<file path="src/rtl/pc_pkg.sv">
// Shared types and default constants for the program-counter sequencer.
// Used by pc_sequencer and by pc_ras, which is only built with PC_RAS_EN.
package pc_pkg;

    typedef enum logic [1:0] {
        SEL_BRANCH = 2'b00,
        SEL_JAL    = 2'b01,
        SEL_JALR   = 2'b10,
        SEL_TRAP   = 2'b11
    } redirect_sel_e;

    typedef enum logic [1:0] {
        ST_IDLE = 2'b00,
        ST_RUN  = 2'b01,
        ST_HALT = 2'b10
    } state_e;

    localparam logic [31:0] DEFAULT_RESET_VECTOR = 32'h0000_0000;
    localparam logic [31:0] DEFAULT_TRAP_VECTOR  = 32'h0000_0100;
    localparam int unsigned DEFAULT_INC          = 4;
    localparam int unsigned DEFAULT_RAS_DEPTH    = 4;

    // Fetch addresses must be word aligned.
    function automatic logic is_misaligned(input logic [1:0] low_bits);
        return low_bits != 2'b00;
    endfunction

endpackage

</file>
<file path="src/rtl/pc_sequencer_if.sv">
// Redirect/control inputs and fetch outputs of pc_sequencer.
// The RAS signals exist only when PC_RAS_EN is defined.
interface pc_sequencer_if #(
    parameter int unsigned XLEN = 32
) ();

    logic            start;
    logic            halt_req;
    logic            stall;
    logic            redirect_valid;
    logic [1:0]      redirect_sel;
    logic [XLEN-1:0] imm;
    logic [XLEN-1:0] base;
    logic [XLEN-1:0] pc;
    logic [XLEN-1:0] pc_plus_inc;
    logic            fetch_valid;
    logic            misalign_err;
    logic [XLEN-1:0] misalign_addr;
`ifdef PC_RAS_EN
    logic            is_call;
    logic            is_ret;
    logic [XLEN-1:0] ras_pred;
    logic            ras_pred_valid;

    modport master (
        output start, halt_req, stall, redirect_valid, redirect_sel, imm, base, is_call, is_ret,
        input  pc, pc_plus_inc, fetch_valid, misalign_err, misalign_addr, ras_pred,
               ras_pred_valid
    );

    modport slave (
        input  start, halt_req, stall, redirect_valid, redirect_sel, imm, base, is_call, is_ret,
        output pc, pc_plus_inc, fetch_valid, misalign_err, misalign_addr, ras_pred,
               ras_pred_valid
    );
`else
    modport master (
        output start, halt_req, stall, redirect_valid, redirect_sel, imm, base,
        input  pc, pc_plus_inc, fetch_valid, misalign_err, misalign_addr
    );

    modport slave (
        input  start, halt_req, stall, redirect_valid, redirect_sel, imm, base,
        output pc, pc_plus_inc, fetch_valid, misalign_err, misalign_addr
    );
`endif

endinterface

</file>
<file path="src/rtl/pc_ras.sv">
// Circular return address stack: overwrites the oldest entry when full,
// occupancy saturates at DEPTH, a call and return together replace the top.
module pc_ras
    import pc_pkg::*;
#(
    parameter int unsigned XLEN  = 32,
    parameter int unsigned DEPTH = DEFAULT_RAS_DEPTH
) (
    input  logic            clk,
    input  logic            areset,
    input  logic            push,
    input  logic            pop,
    input  logic [XLEN-1:0] push_data,
    output logic [XLEN-1:0] top,
    output logic            top_valid
);

    localparam int unsigned PTR_W = (DEPTH > 1) ? $clog2(DEPTH) : 1;
    localparam int unsigned CNT_W = $clog2(DEPTH + 1);

    logic [XLEN-1:0]  mem_q [DEPTH];
    logic [PTR_W-1:0] ptr_q;
    logic [CNT_W-1:0] count_q;
    logic [PTR_W-1:0] ptr_inc;
    logic [PTR_W-1:0] ptr_dec;

    // ptr_q always addresses the current top entry.
    always_comb begin
        ptr_inc = (ptr_q == PTR_W'(DEPTH - 1)) ? '0 : ptr_q + PTR_W'(1);
        ptr_dec = (ptr_q == '0) ? PTR_W'(DEPTH - 1) : ptr_q - PTR_W'(1);
    end

    always_ff @(posedge clk or negedge areset) begin
        if (!areset) begin
            ptr_q   <= '0;
            count_q <= '0;
            for (int unsigned i = 0; i < DEPTH; i++) begin
                mem_q[i] <= '0;
            end
        end else if (push && pop && count_q != '0) begin
            mem_q[ptr_q] <= push_data;
        end else if (push) begin
            mem_q[ptr_inc] <= push_data;
            ptr_q          <= ptr_inc;
            if (count_q < CNT_W'(DEPTH)) begin
                count_q <= count_q + CNT_W'(1);
            end
        end else if (pop && count_q != '0) begin
            ptr_q   <= ptr_dec;
            count_q <= count_q - CNT_W'(1);
        end
    end

    assign top       = mem_q[ptr_q];
    assign top_valid = (count_q != '0);

endmodule

</file>
<file path="src/rtl/pc_sequencer.sv">
// Fetch PC generator with branch/JAL/JALR/trap redirects, stall hold and run/halt control.
// Optional return address stack enabled by defining PC_RAS_EN.
module pc_sequencer
    import pc_pkg::*;
#(
    parameter int unsigned     XLEN         = 32,
    parameter logic [XLEN-1:0] RESET_VECTOR = XLEN'(DEFAULT_RESET_VECTOR),
    parameter logic [XLEN-1:0] TRAP_VECTOR  = XLEN'(DEFAULT_TRAP_VECTOR),
    parameter int unsigned     INC          = DEFAULT_INC,
    parameter int unsigned     RAS_DEPTH    = DEFAULT_RAS_DEPTH
) (
    input logic           clk,
    input logic           areset,
    pc_sequencer_if.slave bus
);

    state_e          state_q;
    logic [XLEN-1:0] pc_q;
    logic            fetch_valid_q;
    logic            misalign_err_q;
    logic [XLEN-1:0] misalign_addr_q;

    redirect_sel_e   sel;
    logic [XLEN-1:0] pc_plus_inc;
    logic [XLEN-1:0] rel_sum;
    logic [XLEN-1:0] jalr_sum;
    logic [XLEN-1:0] target;
    logic            target_misaligned;

    assign sel = redirect_sel_e'(bus.redirect_sel);

    always_comb begin
        pc_plus_inc = pc_q + XLEN'(INC);
        rel_sum     = pc_q + bus.imm;
        jalr_sum    = bus.base + bus.imm;
        target      = TRAP_VECTOR;
        unique case (sel)
            SEL_BRANCH, SEL_JAL: target = rel_sum;
            SEL_JALR:            target = {jalr_sum[XLEN-1:1], 1'b0};
            SEL_TRAP:            target = TRAP_VECTOR;
            default:             target = TRAP_VECTOR;
        endcase
        // The trap vector itself is never checked for alignment.
        target_misaligned = bus.redirect_valid && (sel != SEL_TRAP) && is_misaligned(target[1:0]);
    end

    always_ff @(posedge clk or negedge areset) begin
        if (!areset) begin
            state_q         <= ST_IDLE;
            pc_q            <= RESET_VECTOR;
            fetch_valid_q   <= 1'b0;
            misalign_err_q  <= 1'b0;
            misalign_addr_q <= '0;
        end else begin
            misalign_err_q <= 1'b0;
            case (state_q)
                ST_IDLE: begin
                    if (bus.start) begin
                        state_q       <= ST_RUN;
                        fetch_valid_q <= 1'b1;
                    end
                end
                ST_RUN: begin
                    if (target_misaligned) begin
                        pc_q            <= TRAP_VECTOR;
                        misalign_err_q  <= 1'b1;
                        misalign_addr_q <= target;
                    end else if (bus.redirect_valid) begin
                        pc_q <= target;
                    end else if (!bus.stall) begin
                        pc_q <= pc_plus_inc;
                    end
                    if (bus.halt_req) begin
                        state_q       <= ST_HALT;
                        fetch_valid_q <= 1'b0;
                    end
                end
                ST_HALT: begin
                    // Only a trap redirect is honoured while halted, and it keeps us halted.
                    if (bus.redirect_valid && sel == SEL_TRAP) begin
                        pc_q <= TRAP_VECTOR;
                    end else if (bus.start && !bus.halt_req) begin
                        state_q       <= ST_RUN;
                        fetch_valid_q <= 1'b1;
                    end
                end
                default: begin
                    state_q       <= ST_IDLE;
                    fetch_valid_q <= 1'b0;
                end
            endcase
        end
    end

    assign bus.pc            = pc_q;
    assign bus.pc_plus_inc   = pc_plus_inc;
    assign bus.fetch_valid   = fetch_valid_q;
    assign bus.misalign_err  = misalign_err_q;
    assign bus.misalign_addr = misalign_addr_q;

`ifdef PC_RAS_EN
    logic ras_op;
    logic ras_push;
    logic ras_pop;

    // Only an accepted, aligned JAL/JALR touches the stack.
    assign ras_op   = (state_q == ST_RUN) && bus.redirect_valid && !target_misaligned &&
                      (sel == SEL_JAL || sel == SEL_JALR);
    assign ras_push = ras_op && bus.is_call;
    assign ras_pop  = ras_op && bus.is_ret;

    pc_ras #(
        .XLEN (XLEN),
        .DEPTH(RAS_DEPTH)
    ) u_ras (
        .clk      (clk),
        .areset   (areset),
        .push     (ras_push),
        .pop      (ras_pop),
        .push_data(pc_plus_inc),
        .top      (bus.ras_pred),
        .top_valid(bus.ras_pred_valid)
    );
`else
    logic unused_ras_depth;
    assign unused_ras_depth = ^RAS_DEPTH;
`endif

endmodule
</file>
<file path="src/flat_wrapper.sv">
// flat-port wrapper written by rule: the top's interface ports become plain ports
module pc_sequencer_flat import pc_pkg::*;
#(
    parameter int unsigned     XLEN         = 32,
    parameter logic [XLEN-1:0] RESET_VECTOR = XLEN'(DEFAULT_RESET_VECTOR),
    parameter logic [XLEN-1:0] TRAP_VECTOR  = XLEN'(DEFAULT_TRAP_VECTOR),
    parameter int unsigned     INC          = DEFAULT_INC,
    parameter int unsigned     RAS_DEPTH    = DEFAULT_RAS_DEPTH
)
  (clk, areset, bus_start, bus_halt_req, bus_stall, bus_redirect_valid, bus_redirect_sel, bus_imm, bus_base, bus_pc, bus_pc_plus_inc, bus_fetch_valid, bus_misalign_err, bus_misalign_addr);
  pc_sequencer_if #(.XLEN(XLEN)) bus_i ();
  input logic clk;
  input logic areset;
  input wire logic [$bits(bus_i.start)-1:0] bus_start;
  input wire logic [$bits(bus_i.halt_req)-1:0] bus_halt_req;
  input wire logic [$bits(bus_i.stall)-1:0] bus_stall;
  input wire logic [$bits(bus_i.redirect_valid)-1:0] bus_redirect_valid;
  input wire logic [$bits(bus_i.redirect_sel)-1:0] bus_redirect_sel;
  input wire logic [$bits(bus_i.imm)-1:0] bus_imm;
  input wire logic [$bits(bus_i.base)-1:0] bus_base;
  output wire logic [$bits(bus_i.pc)-1:0] bus_pc;
  output wire logic [$bits(bus_i.pc_plus_inc)-1:0] bus_pc_plus_inc;
  output wire logic [$bits(bus_i.fetch_valid)-1:0] bus_fetch_valid;
  output wire logic [$bits(bus_i.misalign_err)-1:0] bus_misalign_err;
  output wire logic [$bits(bus_i.misalign_addr)-1:0] bus_misalign_addr;
  assign bus_i.start = bus_start;
  assign bus_i.halt_req = bus_halt_req;
  assign bus_i.stall = bus_stall;
  assign bus_i.redirect_valid = bus_redirect_valid;
  assign bus_i.redirect_sel = bus_redirect_sel;
  assign bus_i.imm = bus_imm;
  assign bus_i.base = bus_base;
  assign bus_pc = bus_i.pc;
  assign bus_pc_plus_inc = bus_i.pc_plus_inc;
  assign bus_fetch_valid = bus_i.fetch_valid;
  assign bus_misalign_err = bus_i.misalign_err;
  assign bus_misalign_addr = bus_i.misalign_addr;
  pc_sequencer #(.XLEN(XLEN), .RESET_VECTOR(RESET_VECTOR), .TRAP_VECTOR(TRAP_VECTOR), .INC(INC), .RAS_DEPTH(RAS_DEPTH)) u_core (.clk(clk), .areset(areset), .bus(bus_i));
endmodule
</file>
<file path="config.mk">
export PLATFORM = sky130hd
export DESIGN_NAME = pc_sequencer_flat
export DESIGN_NICKNAME = d
export VERILOG_FILES = /design/src/rtl/pc_pkg.sv /design/src/rtl/pc_sequencer_if.sv /design/src/rtl/pc_ras.sv /design/src/rtl/pc_sequencer.sv /design/src/flat_wrapper.sv
export SDC_FILE = /design/constraint.sdc
export NUM_CORES = 1
export LEC_CHECK = 0
export BUFFER_PORTS_ARGS = -buffer_cell sky130_fd_sc_hd__buf_2
export CAP_MARGIN = 40
export CORE_MARGIN = 1.5
export CORE_UTILIZATION = 45
export DETAILED_ROUTE_END_ITERATION = 16
export PLACE_DENSITY = 0.8
export SLEW_MARGIN = 0
export SYNTH_ARGS = -nofsm -noshare
export SYNTH_HDL_FRONTEND = slang
export SYNTH_SLANG_ARGS = --single-unit
</file>
<file path="constraint.sdc">
create_clock -name clk -period 3.7 [get_ports clk]
set_input_delay 0 -clock clk [delete_from_list [all_inputs] [get_ports clk]]
set_output_delay 0 -clock clk [all_outputs]
set_load 0.02 [all_outputs]
</file>
==> flow_summary_export.csv <==
group,metric,value,unit
outcome,status,"finished, final reports clean",
routing,routedWlPerCell,17.7,um
clock_tree,cts_buffers,9,
sta,setup_viol,0,
clock_tree,htree_num_levels,3,
sta,tns,0,ns
sta,period_share,86.5,%
synth,async_flop_share,100,%
clock_tree,post_cts_buffers,0,
clock_tree,clock_sinks,67,
global_route,grt_use_met3,4.86,%
global_route,overflow,0,
placement,dp_hpwl,18400,um
sta,hold_slack,0.0869,ns
floorplanning,start_util,46.4,%
routing,wirelength,22900,um
cells_and_area,layout_common_cells,"buf_2 (169), nand2_1 (103), o21ai_0 (94), a21oi_1 (87), nor2_1 (68)",
hold_path,hold_class,"input pin to flip-flop",
synth,synth_cell_type_count,72,
clock_tree,cts_tree,"yes",
floorplanning,ios,170,
routing,drc,0,
routing,dr.pass1.iters,6,
critical_path,crit_path_start,"u_core.bus.pc[0]",
cells_and_area,finalNetCount,1215,
floorplanning,die_h,129,um
sta,fmax,0.312,GHz
placement,io_buffers,169,
power,power_density,696,nW/um^2
synth,synth_edf_count,0,
sta,maxSlewHeadroom,52.0,%
cells_and_area,diodes,0,
cells_and_area,syn2layout_area_growth,18.5,%
synth,ys_ff_latch,67,
clock_tree,cts_root_buffer,"clkbuf_16",
global_route,grt_use_met1,39.8,%
flow_run,maxCapViolCount,0,
sta,finalClockSkew,0.00631,ns
synth,syn-mean-instance-area,7.73,um^2
global_route,grt_pass1_vias,6909,
global_route,grt_max_degree,50,
global_route,grt_use_met2,41.9,%
critical_path,critPathKind,"flip-flop to flip-flop",
critical_path,regToRegStartpoint,"u_core.bus.pc[0]",
cells_and_area,drive_above_1_share,19.5,%
placement,gp_congestion,1.04,
critical_path,end_kind,"flip-flop",
sta,hold_violations,0,
routing,initialDrtViolationCount,716,
floorplanning,die-area,16600,um^2
synth,netlist_instances,923,
routing,vias,7766,
placement,place_ws,0.576,ns
sta,fin_ws,0.499,ns
cells_and_area,final_common_cell,"buf_2",
floorplanning,fp-row-count,45,
power,ir_worst_vdd,0.323,mV
routing,avgViaCountPerCell,6.02,
global_route,antenna_found_initial,0,
clock_tree,clockBufferDepth,2,
synth,yosys_warnings,0,
critical_path,cp.arrival,3.39,ns
hold_path,hold_start,"bus_halt_req",
critical_path,path_max_fanout,5,
clock_tree,cts.clk_slew.worst_paths,0.05,ns
synth,syn_nets,1062,
sta,rsz0062_at_grt,"false",
critical_path,start_kind,"flip-flop",
global_route,grt_busiest_layer,"met2",
synth,yosysSeqAreaShare,23.5,%
cells_and_area,utilization,55.0,%
global_route,grt_usage,27.6,%
sta,worst_pin_slew,0.720,ns
critical_path,required,3.89,ns
floorplanning,die_x,129,um
power,finalPower,5.89,mW
power,p_leak,4.21,nW
critical_path,r2r_slack,0.50,ns
synth,syn-cell-area,7140,um^2
synth,ys.flop_type,"dfrtp_1",
clock_tree,clk_latency,0.33,ns
global_route,grt_first_pass_wirelength,35800,um
floorplanning,core,15400,um^2
sta,fin_crit,3.20,ns
sta,drv_slew,0,
routing,final_antenna_net_count,0,
[stage by stage]
stage / instance area [um^2] / std cells
2_1_floorplan: 7140 / 923
3_3_place_gp: 8170 / 1275
3_5_place_dp: 8170 / 1275
4_1_cts: 8460 / 1291
5_1_grt: 8460 / 1291
6_report: 8460 / 1291
[kinds of logic (layout without fill, tap and decap cells)]
family,after synthesis,in the layout,synth area share [%]
AO/OA/AOI/OAI,345,345,30.4
XOR/XNOR,80,80,9.92
adder cells (fa/ha/maj),67,67,12.0
buffers and inverters,70,227,3.96
flip-flops,67,67,23.5
multiplexers,8,8,1.21
AND/OR/NAND/NOR,286,286,19.0
[state kept, by name, indices dropped and copies added, names as in the netlist]
name,count
u_core.bus.pc,32
u_core.bus.misalign_err,1
u_core.bus.misalign_addr,32
u_core.state_q,2
[synth_stat cells (9+ instances only)]
master | n | share of area, %
nor3_1 | 19 | 1.3
xor2_1 | 27 | 3.3
nand4_1 | 13 | 1.1
ha_1 | 65 | 11
a21oi_1 | 87 | 6.1
o211ai_1 | 15 | 1.6
a31oi_1 | 12 | 1.1
o21ai_0 | 94 | 6.6
a21o_1 | 33 | 3.5
a22oi_1 | 21 | 2.2
a211oi_1 | 14 | 1.5
nand2_1 | 103 | 5.4
dfrtp_1 | 67 | 23
xnor2_1 | 52 | 6.4
nor2_1 | 68 | 3.6
nand3_1 | 25 | 1.8
clkbuf_1 | 33 | 1.7
o21a_1 | 9 | 0.95
o21bai_1 | 9 | 0.95
inv_1 | 31 | 1.6
nor2b_1 | 12 | 1.1
[timing repair]
action,CTS,global route
gates resized for setup,0,0
hold buffers,1,0
hold endpoints to repair,19,0
[path summary, 6_finish.rpt]
kind                       depth (start not counted)                            to
max in group asynchronous                          3             u_core.bus.pc[22]
setup reg to reg                                  12  u_core.bus.misalign_addr[30]
min in group asynchronous                          2              u_core.bus.pc[1]
hold / removal                                     4             u_core.state_q[0]
hold reg to reg                                    2   u_core.bus.misalign_addr[8]
setup / recovery                                  12  u_core.bus.misalign_addr[30]
[power by group]
part | switching, mW | total, mW | internal [mW]
clock | 0.302 | 0.804 | 0.502
sequential | 0.379 | 1.40 | 1.02
combinational | 2.32 | 3.68 | 1.36
[cell type report]
class | count | area, um^2
fill | 1457 | 6920
multi-input combinational | 786 | 5180
sequential | 67 | 1680
timing repair buffer | 181 | 938
clock buffer | 13 | 270
tap | 211 | 264
inverter | 31 | 116
clock inverter | 2 | 10.0
[per-layer routing]
metal	share of wire [%]	wire [um]	vias up
met2	42	9710	443
met1	43	9870	3568
met5	0	0	-
met4	2.8	639	0
li1	-	-	3704
met3	12	2660	51
[worst max-delay path, cell delays in order, from the launching register on]
cell and delay, ns:
dfrtp_1 0.40, ha_1 0.23, fa_1 0.42, a211oi_1 0.23
nor2_1 0.12, o21ai_0 0.17, buf_4 0.17, a211o_1 0.16
a21o_1 0.12, o21ai_0 0.18, o41ai_1 0.44, mux2i_1 0.29
a31oi_1 0.12
Power figures use the tool's default switching activity.
